File: config.mk
export PLATFORM = sky130hd
export DESIGN_NAME = display_scan_driver
export DESIGN_NICKNAME = d
export VERILOG_FILES = /design/src/rtl/display_pkg.sv /design/src/rtl/bin2bcd_seq.sv /design/src/rtl/display_scan_driver.sv
export SDC_FILE = /design/constraint.sdc
export NUM_CORES = 1
export LEC_CHECK = 0
export ABC_CLOCK_PERIOD_IN_PS = 6500
export CAP_MARGIN = 20
export CELL_PAD_IN_SITES_DETAIL_PLACEMENT = 1
export CELL_PAD_IN_SITES_GLOBAL_PLACEMENT = 2
export CORE_MARGIN = 2
export CORE_UTILIZATION = 40
export CTS_BUF_LIST = sky130_fd_sc_hd__clkbuf_16
export CTS_CLUSTER_DIAMETER = 40
export CTS_CLUSTER_SIZE = 30
export DETAILED_ROUTE_END_ITERATION = 10
export GPL_TIMING_DRIVEN = 0
export MAX_ROUTING_LAYER = met4
export PLACE_DENSITY_LB_ADDON = 0.1
export SKIP_CTS_REPAIR_TIMING = 1
export SYNTH_ARGS = -nofsm -noshare
export SYNTH_HDL_FRONTEND = slang
export SYNTH_SLANG_ARGS = --single-unit
File: constraint.sdc
create_clock -name clock -period 6.5 [get_ports clock]
set_input_delay 0.975 -clock clock [delete_from_list [all_inputs] [get_ports clock]]
set_output_delay 0.975 -clock clock [all_outputs]
set_load 0.005 [all_outputs]
File: src/rtl/display_pkg.sv
// Shared constants and FSM encoding for the scanned BCD display driver.
package display_pkg;

    localparam int DIGIT_W = 4;
    localparam logic [DIGIT_W-1:0] CODE_ERR  = 4'hE;
    localparam logic [DIGIT_W-1:0] CODE_ZERO = 4'h0;

    typedef enum logic [1:0] {
        S_IDLE,
        S_CONVERT,
        S_COMMIT
    } state_t;

endpackage

File: src/rtl/bin2bcd_seq.sv
// Sequential shift-add-3 binary to BCD converter, one input bit per cycle.
module bin2bcd_seq
    import display_pkg::*;
#(
    parameter int BIN_W      = 14,
    parameter int NUM_DIGITS = 4
) (
    input  logic                          clock,
    input  logic                          reset,
    input  logic                          start,
    input  logic [BIN_W-1:0]              value,
    output logic                          busy,
    output logic                          done,
    output logic [DIGIT_W*NUM_DIGITS-1:0] bcd,
    output logic [BIN_W-1:0]              captured
);

    localparam int BCD_W = DIGIT_W * NUM_DIGITS;
    localparam int SH_W  = BCD_W + BIN_W;
    localparam int CNT_W = $clog2(BIN_W + 1);

    state_t           state;
    logic [SH_W-1:0]  sh;
    logic [SH_W-1:0]  adj;
    logic [CNT_W-1:0] cnt;

    // Digits sit above the binary field; correct each before the shift.
    always_comb begin
        adj = sh;
        for (int i = 0; i < NUM_DIGITS; i++) begin
            if (sh[BIN_W+DIGIT_W*i +: DIGIT_W] >= 4'd5)
                adj[BIN_W+DIGIT_W*i +: DIGIT_W] =
                    sh[BIN_W+DIGIT_W*i +: DIGIT_W] + 4'd3;
        end
    end

    always_ff @(posedge clock or posedge reset) begin
        if (reset) begin
            state    <= S_IDLE;
            sh       <= '0;
            cnt      <= '0;
            captured <= '0;
            busy     <= 1'b0;
            done     <= 1'b0;
        end else begin
            unique case (state)
                S_IDLE: begin
                    done <= 1'b0;
                    if (start) begin
                        captured <= value;
                        sh       <= {{BCD_W{1'b0}}, value};
                        cnt      <= CNT_W'(BIN_W);
                        busy     <= 1'b1;
                        state    <= S_CONVERT;
                    end
                end
                S_CONVERT: begin
                    sh  <= {adj[SH_W-2:0], 1'b0};
                    cnt <= cnt - 1'b1;
                    if (cnt == CNT_W'(1)) begin
                        done  <= 1'b1;
                        state <= S_COMMIT;
                    end
                end
                S_COMMIT: begin
                    done  <= 1'b0;
                    busy  <= 1'b0;
                    state <= S_IDLE;
                end
                default: begin
                    done  <= 1'b0;
                    busy  <= 1'b0;
                    state <= S_IDLE;
                end
            endcase
        end
    end

    assign bcd = sh[SH_W-1 -: BCD_W];

endmodule

File: src/rtl/display_scan_driver.sv
// Converts a binary amount to BCD and time-multiplexes the digits onto
// printnumber with a one-cycle-lagged one-hot digit enable.
module display_scan_driver
    import display_pkg::*;
#(
    parameter int NUM_DIGITS  = 4,
    parameter int BIN_W       = 14,
    parameter int REFRESH_DIV = 50000
) (
    input  logic                  clock,
    input  logic                  reset,
    input  logic [BIN_W-1:0]      value,
    input  logic                  load,
    input  logic                  blank_leading,
    output logic                  busy,
    output logic                  overflow,
    output logic [DIGIT_W-1:0]    printnumber,
    output logic [NUM_DIGITS-1:0] digit_enable
);

    localparam int BCD_W = DIGIT_W * NUM_DIGITS;
    localparam int PS_W  = $clog2(REFRESH_DIV);
    localparam int IDX_W = (NUM_DIGITS > 1) ? $clog2(NUM_DIGITS) : 1;
    localparam logic [63:0] MAX_VAL = 64'(10 ** NUM_DIGITS - 1);

    logic                  done;
    logic [BCD_W-1:0]      bcd;
    logic [BIN_W-1:0]      captured;
    logic [BCD_W-1:0]      shown;
    logic [BCD_W-1:0]      shown_d;
    logic                  ovf_d;
    logic [PS_W-1:0]       presc;
    logic                  tc;
    logic [IDX_W-1:0]      idx;
    logic [IDX_W-1:0]      idx_d;
    logic [NUM_DIGITS-1:0] en_d;
    logic [NUM_DIGITS-1:0] en_stage;
    logic [DIGIT_W-1:0]    pn_d;
    logic                  lead_zero;

    bin2bcd_seq #(
        .BIN_W      (BIN_W),
        .NUM_DIGITS (NUM_DIGITS)
    ) u_conv (
        .clock    (clock),
        .reset    (reset),
        .start    (load),
        .value    (value),
        .busy     (busy),
        .done     (done),
        .bcd      (bcd),
        .captured (captured)
    );

    always_comb begin
        shown_d = shown;
        ovf_d   = overflow;
        if (done) begin
            if (64'(captured) > MAX_VAL) begin
                shown_d = {NUM_DIGITS{CODE_ERR}};
                ovf_d   = 1'b1;
            end else begin
                shown_d = bcd;
                ovf_d   = 1'b0;
            end
        end
    end

    assign tc = (presc == PS_W'(REFRESH_DIV - 1));

    always_comb begin
        idx_d = idx;
        if (tc)
            idx_d = (idx == IDX_W'(NUM_DIGITS - 1)) ? '0 : idx + 1'b1;
    end

    // Next-state index and shown value feed the output so a slot change
    // coinciding with a commit already shows the new amount.
    always_comb begin
        lead_zero = 1'b1;
        en_d      = '0;
        for (int i = NUM_DIGITS - 1; i >= 0; i--) begin
            lead_zero = lead_zero &&
                        (shown_d[DIGIT_W*i +: DIGIT_W] == CODE_ZERO);
            if (idx_d == IDX_W'(i))
                en_d[i] = !(blank_leading && !ovf_d && lead_zero && i != 0);
        end
    end

    assign pn_d = shown_d[DIGIT_W*idx_d +: DIGIT_W];

    always_ff @(posedge clock or posedge reset) begin
        if (reset) begin
            presc        <= '0;
            idx          <= '0;
            shown        <= '0;
            overflow     <= 1'b0;
            printnumber  <= '0;
            en_stage     <= '0;
            digit_enable <= '0;
        end else begin
            presc        <= tc ? '0 : presc + 1'b1;
            idx          <= idx_d;
            shown        <= shown_d;
            overflow     <= ovf_d;
            printnumber  <= pn_d;
            en_stage     <= en_d;
            digit_enable <= en_stage;
        end
    end

endmodule

==> results.sh, run 1 <==
export IMPL_yosys_top_cells_area="dfrtp_1 (54%), ha_1 (3.4%), a21oi_1 (3.3%), o21ai_0 (3.3%), mux2_2 (3.1%)"
export IMPL_post_route_cells_drive_above_1_share_pct=9.459
export IMPL_worst_path_max_delay_cell="clkdlybuf4s50_1"
export IMPL_die_x_um=108.5
export IMPL_post_route_drc_count=0
export IMPL_p_leak_nw=2.189
export IMPL_pin_count=28
export IMPL_end_kind="flop"
export IMPL_worstHoldStart="en_stage[0]$_DFF_PP0_"
export IMPL_cts_tree="yes"
export IMPL_wl_per_cell_um=17.88
export IMPL_synthesis_area_um2=4369
export IMPL_grt_pass1_wl_mm=17.21
export IMPL_drv_slew=0
export IMPL_worstHoldPathType="flop to flop"
export IMPL_critPathTopFamily="buffers and inverters"
export IMPL_cp_start_kind="input port"
export IMPL_coreArea_um2=10750
export IMPL_fillers=1209
export IMPL_n_antenna_cell=0
export IMPL_syn_instance_count=400
export IMPL_numPortBuffers=27
export IMPL_place_inst=568
export IMPL_gp_congestion=0.7559
export IMPL_power_density_nw_per_um2=435.0
export IMPL_dp_worst_setup_slack_ns=3.286
export IMPL_grt_overflow=0
export IMPL_final_setup_skew_ns=0.008451
export IMPL_num_rows=38
export IMPL_area_growth_pct=16.95
export IMPL_rsz0062_at_grt="false"
export IMPL_drtIter0Drc=59
export IMPL_num_nets_final=469
export IMPL_netlist_area_leader_share_pct=54.41
export IMPL_slew_headroom_pct=44.62
export IMPL_via_per_inst=5.498
export IMPL_ant_nets=0
export IMPL_required_ns=6.72
export IMPL_fp_dieH_um=108.5
export IMPL_synth_area_per_cell_um2=10.92
export IMPL_cp_arrival_ns=3.05
export IMPL_synth_flop_cell="dfrtp_1"
export IMPL_yosys_warnings=0
export IMPL_synth_seq_cells=95
export IMPL_maxCapViolCount=0
export IMPL_finalWorstSetupSlack_ns=3.670
export IMPL_regToRegStartpoint="presc[0]$_DFF_PP0_"
export IMPL_clk_path_buf_depth=2
export IMPL_grt_pass1_vias=3344
export IMPL_grt_max_degree=49
export IMPL_critPathBufInv=3
export IMPL_critPathMaxFanout=9
export IMPL_slowest_delay_ns=0.63
export IMPL_clockRootBuffer="clkbuf_16"
export IMPL_grt_usage_pct=19.81
export IMPL_clk_pin_slew_ns=0.07
export IMPL_hold_viol_final=0
export IMPL_setup_violations=0
export IMPL_seq_area_frac_synth_pct=54.41
export IMPL_clock_latency_ns=0.34
export IMPL_period_share_pct=43.53
export IMPL_fmax_mhz=353.4
export IMPL_path_class="input port to flop"
export IMPL_ys_async_sr_fraction_pct=100.0
export IMPL_dp_hpwl_mm=7.593
export IMPL_critPathLaunch="load"
export IMPL_tightest_slew_ns=0.8252
export IMPL_post_route_min_period_ns=2.830
export IMPL_status="finished clean"
export IMPL_h_tree_depth=3
export IMPL_synth_most_common_cell="dfrtp_1"
export IMPL_grt_antenna_before_repair=0
export IMPL_synth_largest_area_cell="dfrtp_1"
export IMPL_synth_edf_count=0
export IMPL_vdd_drop_max_mv=0.2008
export IMPL_cpMostUsedCell="nor2b_1"
export IMPL_finalSetupTns_ns=0
export IMPL_vias=3211
export IMPL_die_area_um2=11780
export IMPL_wl_mm=10.44
export IMPL_synthDistinctLibCells=49
export IMPL_stdcell_count=584
export IMPL_yosys_top_cells_count="dfrtp_1 (95), a21oi_1 (29), o21ai_0 (29)"
export IMPL_synthesis_nets=430
export IMPL_drtPass1Iterations=5
export IMPL_numCtsBuffers=9
export IMPL_floorplan_initialDensity_pct=40.66
export IMPL_numClockSinks=95
export IMPL_crit_chain="clkdlybuf4s50_1 -> nor2b_1 -> nor2b_1 -> buf_2 -> buf_1 -> mux2_2"
[power by group]
group          leakage [nW]  internal, W  switching [W]  total [W]
Combinational         0.867     0.000361       0.000453   0.000814
Clock                 0.137     0.000257       0.000225   0.000482
Sequential             1.19     0.000787       0.000140   0.000927
[layout make-up]
type / instances / area, um^2 / share of cell area [%]
Sequential cell: 95 / 2377 / 46.52
Multi-Input combinational cell: 266 / 1829 / 35.80
Inverter: 19 / 73.82 / 1.445
Timing Repair Buffer: 28 / 297.8 / 5.828
Clock buffer: 9 / 225.2 / 4.407
Tap cell: 140 / 175.2 / 3.428
Buffer: 20 / 91.34 / 1.787
Clock inverter: 7 / 40.04 / 0.7835
[per-layer routing]
metal	global-route usage (%)	routed length [um]	up-vias
met1	25.15	4946	1647
met2	31.79	5151	39
li1	-	-	1518
met3	5.003	287	7
met5	-	0	-
met4	4.945	58	0
[kinds of logic after synthesis]
group,synth area share [%]
muxes,6.386
and+or+nand+nor,12.29
xor gates and xnor gates,3.207
adders and majority gates,3.436
AOI/OAI and AO/OA,16.55
DFF,54.41
buffers and inverters,3.723
[registers in the layout, summed over array words and instances, names as in the netlist, 2 cells and up]
register	flops
u_conv.captured	10
digit_enable	4
presc	16
u_conv.cnt	4
en_stage	4
u_conv.sh	30
u_conv.state	2
shown	16
printnumber	4
idx	2
[worst paths after layout]
| kind | end | slack, ns | cells past startpoint |
|---|---|---|---|
| max | u_conv.captured[4]$_DFFE_PP0P_ | 3.67 | 6 |
| min | digit_enable[0]$_DFF_PP0_ | 0.35 | 0 |
| max reg2reg | printnumber[1]$_DFF_PP0_ | 4.00 | 7 |
| min reg2reg | digit_enable[0]$_DFF_PP0_ | 0.35 | 0 |
| max in group asynchronous | u_conv.sh[26]$_DFFE_PP0P_ | 4.77 | 3 |
| min in group asynchronous | presc[0]$_DFF_PP0_ | 1.08 | 2 |
[per-stage QoR]
step	hold slack (ns)	power, W	area (um^2)	util, %
after floorplan	0.3312	0.001482	4369	-
after global routing	0.3597	0.002406	5110	47.55
after global placement	0.3360	0.001720	4815	44.81
after CTS	0.3524	0.002254	5110	47.55
final	0.3494	0.002223	5110	47.55
after detailed placement	0.3371	0.001763	4845	45.09
[placed cells by master, fill, tap and decap left out, types with 11 or more instances in the layout]
master,netlist,layout
nor2_1,24,24
clkdlybuf4s50_1,0,27
clkbuf_1,13,13
ha_1,12,12
inv_1,19,19
nor2b_1,16,16
dfrtp_1,95,95
nand2_1,21,21
mux2_2,12,12
a22oi_1,14,14
o21ai_0,29,29
o22ai_1,11,11
a21oi_1,29,29
No activity file was read; power rests on OpenSTA's default activity.
==> run 2: changes to the inputs <==
--- a/config.mk
+++ b/config.mk
@@ -5,12 +5,12 @@
 export SDC_FILE = /design/constraint.sdc
 export NUM_CORES = 1
 export LEC_CHECK = 0
-export ABC_CLOCK_PERIOD_IN_PS = 6500
+export ABC_CLOCK_PERIOD_IN_PS = 2600
 export CAP_MARGIN = 20
 export CELL_PAD_IN_SITES_DETAIL_PLACEMENT = 1
 export CELL_PAD_IN_SITES_GLOBAL_PLACEMENT = 2
 export CORE_MARGIN = 2
-export CORE_UTILIZATION = 40
+export CORE_UTILIZATION = 35
 export CTS_BUF_LIST = sky130_fd_sc_hd__clkbuf_16
 export CTS_CLUSTER_DIAMETER = 40
 export CTS_CLUSTER_SIZE = 30
==> constraint.sdc (replaced) <==
create_clock -name clock -period 2.6 [get_ports clock]
set_input_delay 0.39 -clock clock [delete_from_list [all_inputs] [get_ports clock]]
set_output_delay 0.39 -clock clock [all_outputs]
set_load 0.005 [all_outputs]
==> run 2 against run 1 <==
Effect of this change:
- sequential power grew to 2.5 times the previous value
- worst hold slack got worse by 0.00069 ns
- routed wire length grew 0.21%
- highest routed layer unchanged
- largest cell class unchanged
- critical path depth increased by 2
- count of clock-buffer cells in the layout unchanged
- setup slack worse by 3.5 ns
- die area up 14%
==> results.sh, run 2 (synthesized netlist as in run 1, its figures left out) <==
export IMPL_holdPathStages=0
export IMPL_mostFrequentLayoutCell="dfrtp_1"
export IMPL_grt_antenna_before_repair=0
export IMPL_regToRegEndpoint="printnumber[1]$_DFF_PP0_"
export IMPL_grt_usage_pct=17.55
export IMPL_rsz0062_at_grt="false"
export IMPL_post_route_min_period_ns=2.386
export IMPL_whs_ns=0.3487
export IMPL_path_class="flop to flop"
export IMPL_period_share_pct=91.79
export IMPL_use_met1_pct=24.58
export IMPL_fp_dieH_um=115.7
export IMPL_die_area_um2=13390
export IMPL_critPathMaxFanout=10
export IMPL_vdd_drop_max_mv=0.4303
export IMPL_critPathBufInv=2
export IMPL_floorplan_initialDensity_pct=36.07
export IMPL_utilization_pct=43.35
export IMPL_numPortBuffers=27
export IMPL_power_density_nw_per_um2=1100
export IMPL_status="finished clean"
export IMPL_final_setup_skew_ns=0.005006
export IMPL_drv_slew=0
export IMPL_clk_pin_slew_ns=0.07
export IMPL_coreArea_um2=12110
export IMPL_rr_worst_depth=8
export IMPL_grt_pass1_wl_mm=17.42
export IMPL_num_rows=40
export IMPL_die_x_um=115.7
export IMPL_cts_tree="yes"
export IMPL_hold_end="digit_enable[3]$_DFF_PP0_"
export IMPL_slowest_delay_ns=0.39
export IMPL_grt_pass1_vias=3273
export IMPL_clk_path_buf_depth=2
export IMPL_end_kind="flop"
export IMPL_h_tree_depth=3
export IMPL_max_flop_register="u_conv.sh"
export IMPL_numCtsBuffers=9
export IMPL_internal_power_w=0.003708
export IMPL_reg_top3="u_conv.sh: 30 flops, presc: 16 flops, shown: 16 flops"
export IMPL_post_route_drc_count=0
export IMPL_area_growth_pct=20.16
export IMPL_cp_start_kind="flop"
export IMPL_ant_nets=0
export IMPL_place_inst=597
export IMPL_power_frac_clock_pct=24.5
export IMPL_stdcell_count=615
export IMPL_p_switching_w=0.002067
export IMPL_numClockSinks=95
export IMPL_worstHoldPathType="flop to flop"
export IMPL_critPathTopFamily="multiplexers"
export IMPL_r2r_slack_ns=0.21
export IMPL_n_antenna_cell=0
export IMPL_regToRegStartpoint="presc[0]$_DFF_PP0_"
export IMPL_drtIter0Drc=135
export IMPL_worstHoldStart="en_stage[3]$_DFF_PP0_"
export IMPL_clockRootBuffer="clkbuf_16"
export IMPL_grt_max_degree=39
export IMPL_tightest_slew_ns=0.7930
export IMPL_clock_latency_ns=0.35
export IMPL_required_ns=2.87
export IMPL_dp_hpwl_mm=7.510
export IMPL_largest_reg_flops=30
export IMPL_grt_use_met3_pct=2.667
export IMPL_via_per_inst=5.140
export IMPL_met2_usage_pct=25.93
export IMPL_wl_mm=10.47
export IMPL_seq_power_share_pct=40.2
export IMPL_pin_count=28
export IMPL_num_nets_final=472
export IMPL_vias=3161
export IMPL_setup_violations=0
export IMPL_cp_arrival_ns=2.65
export IMPL_fmax_mhz=419.0
export IMPL_p_leak_nw=2.239
export IMPL_drtPass1Iterations=4
export IMPL_wl_per_cell_um=17.02
export IMPL_slew_headroom_pct=46.78
export IMPL_crit_chain="ha_1 -> nand3_1 -> nor4_4 -> buf_6 -> mux2i_4 -> buf_12 -> mux2_4 -> mux2i_1"
export IMPL_post_route_cells_drive_above_1_share_pct=10.29
export IMPL_maxCapViolCount=0
export IMPL_hold_viol_final=0
export IMPL_p_comb_share_pct=35.2
export IMPL_fillers=1349
export IMPL_worst_path_max_delay_cell="dfrtp_1"
export IMPL_final_cell_mix="dfrtp_1 (95), o21ai_0 (29), a21oi_1 (29)"
export IMPL_grt_busiest_layer="met2"
export IMPL_swShare_pct=35.79
export IMPL_gp_congestion=0.7575
export IMPL_grt_overflow=0
-- run 2: changes by cell type in the layout (fill, tap and decap cells not counted), moves of 2 or more --
cell        previous run  this run
bufinv_16              0         2
clkinvlp_4             1         3
clkinv_2               4         2
buf_12                 0         3
-- run 2: layout make-up --
type | instances | area (um^2) | area share, %
Multi-Input combinational cell | 266 | 1844 | 35.13
Tap cell | 168 | 210.2 | 4.004
Sequential cell | 95 | 2377 | 45.28
Timing Repair Buffer | 31 | 337.8 | 6.435
Inverter | 19 | 75.07 | 1.430
Clock buffer | 9 | 225.2 | 4.290
Clock inverter | 7 | 88.84 | 1.692
Buffer | 20 | 91.34 | 1.740
-- run 2: worst max path at each step --
stage | startpoint | endpoint | slack, ns | depth (start not counted)
2_1_floorplan | presc[7]$_DFF_PP0_ | printnumber[0]$_DFF_PP0_ | 0.38 | 5
3_3_place_gp | reset | u_conv.sh[4]$_DFFE_PP0P_ | -0.03 | 2
3_5_place_dp | load | u_conv.captured[5]$_DFFE_PP0P_ | 0.005 | 6
4_1_cts | presc[0]$_DFF_PP0_ | printnumber[1]$_DFF_PP0_ | 0.05 | 7
5_1_grt | presc[0]$_DFF_PP0_ | printnumber[1]$_DFF_PP0_ | 0.009 | 8
6_report | presc[0]$_DFF_PP0_ | printnumber[1]$_DFF_PP0_ | 0.21 | 8
-- run 2: through the flow --
step,cell area (um^2),setup WS (ns),total power [W],setup TNS (ns)
3_5_place_dp,4893,0.005235,0.004406,0
4_1_cts,5207,0.04530,0.005857,0
3_3_place_gp,4853,-0.02939,0.004338,-1.954
5_1_grt,5250,0.009382,0.006227,0
2_1_floorplan,4373,0.3814,0.003705,0
6_report,5250,0.2136,0.005775,0
-- run 2: layer usage --
layer	share of wire, %	up-vias
li1	-	1514
met1	51	1595
met2	45	36
met3	1.9	16
met4	2.0	0
met5	0	-
-- run 2: power groups by stage --
stage	Sequential, W	Clock, W	Combinational (W)
final	0.00232	0.00142	0.00204
after CTS	0.00232	0.00146	0.00208
after global routing	0.00239	0.00152	0.00231
after floorplan	0.00224	0	0.00147
after detailed placement	0.00234	0	0.00206
after global placement	0.00232	0	0.00201
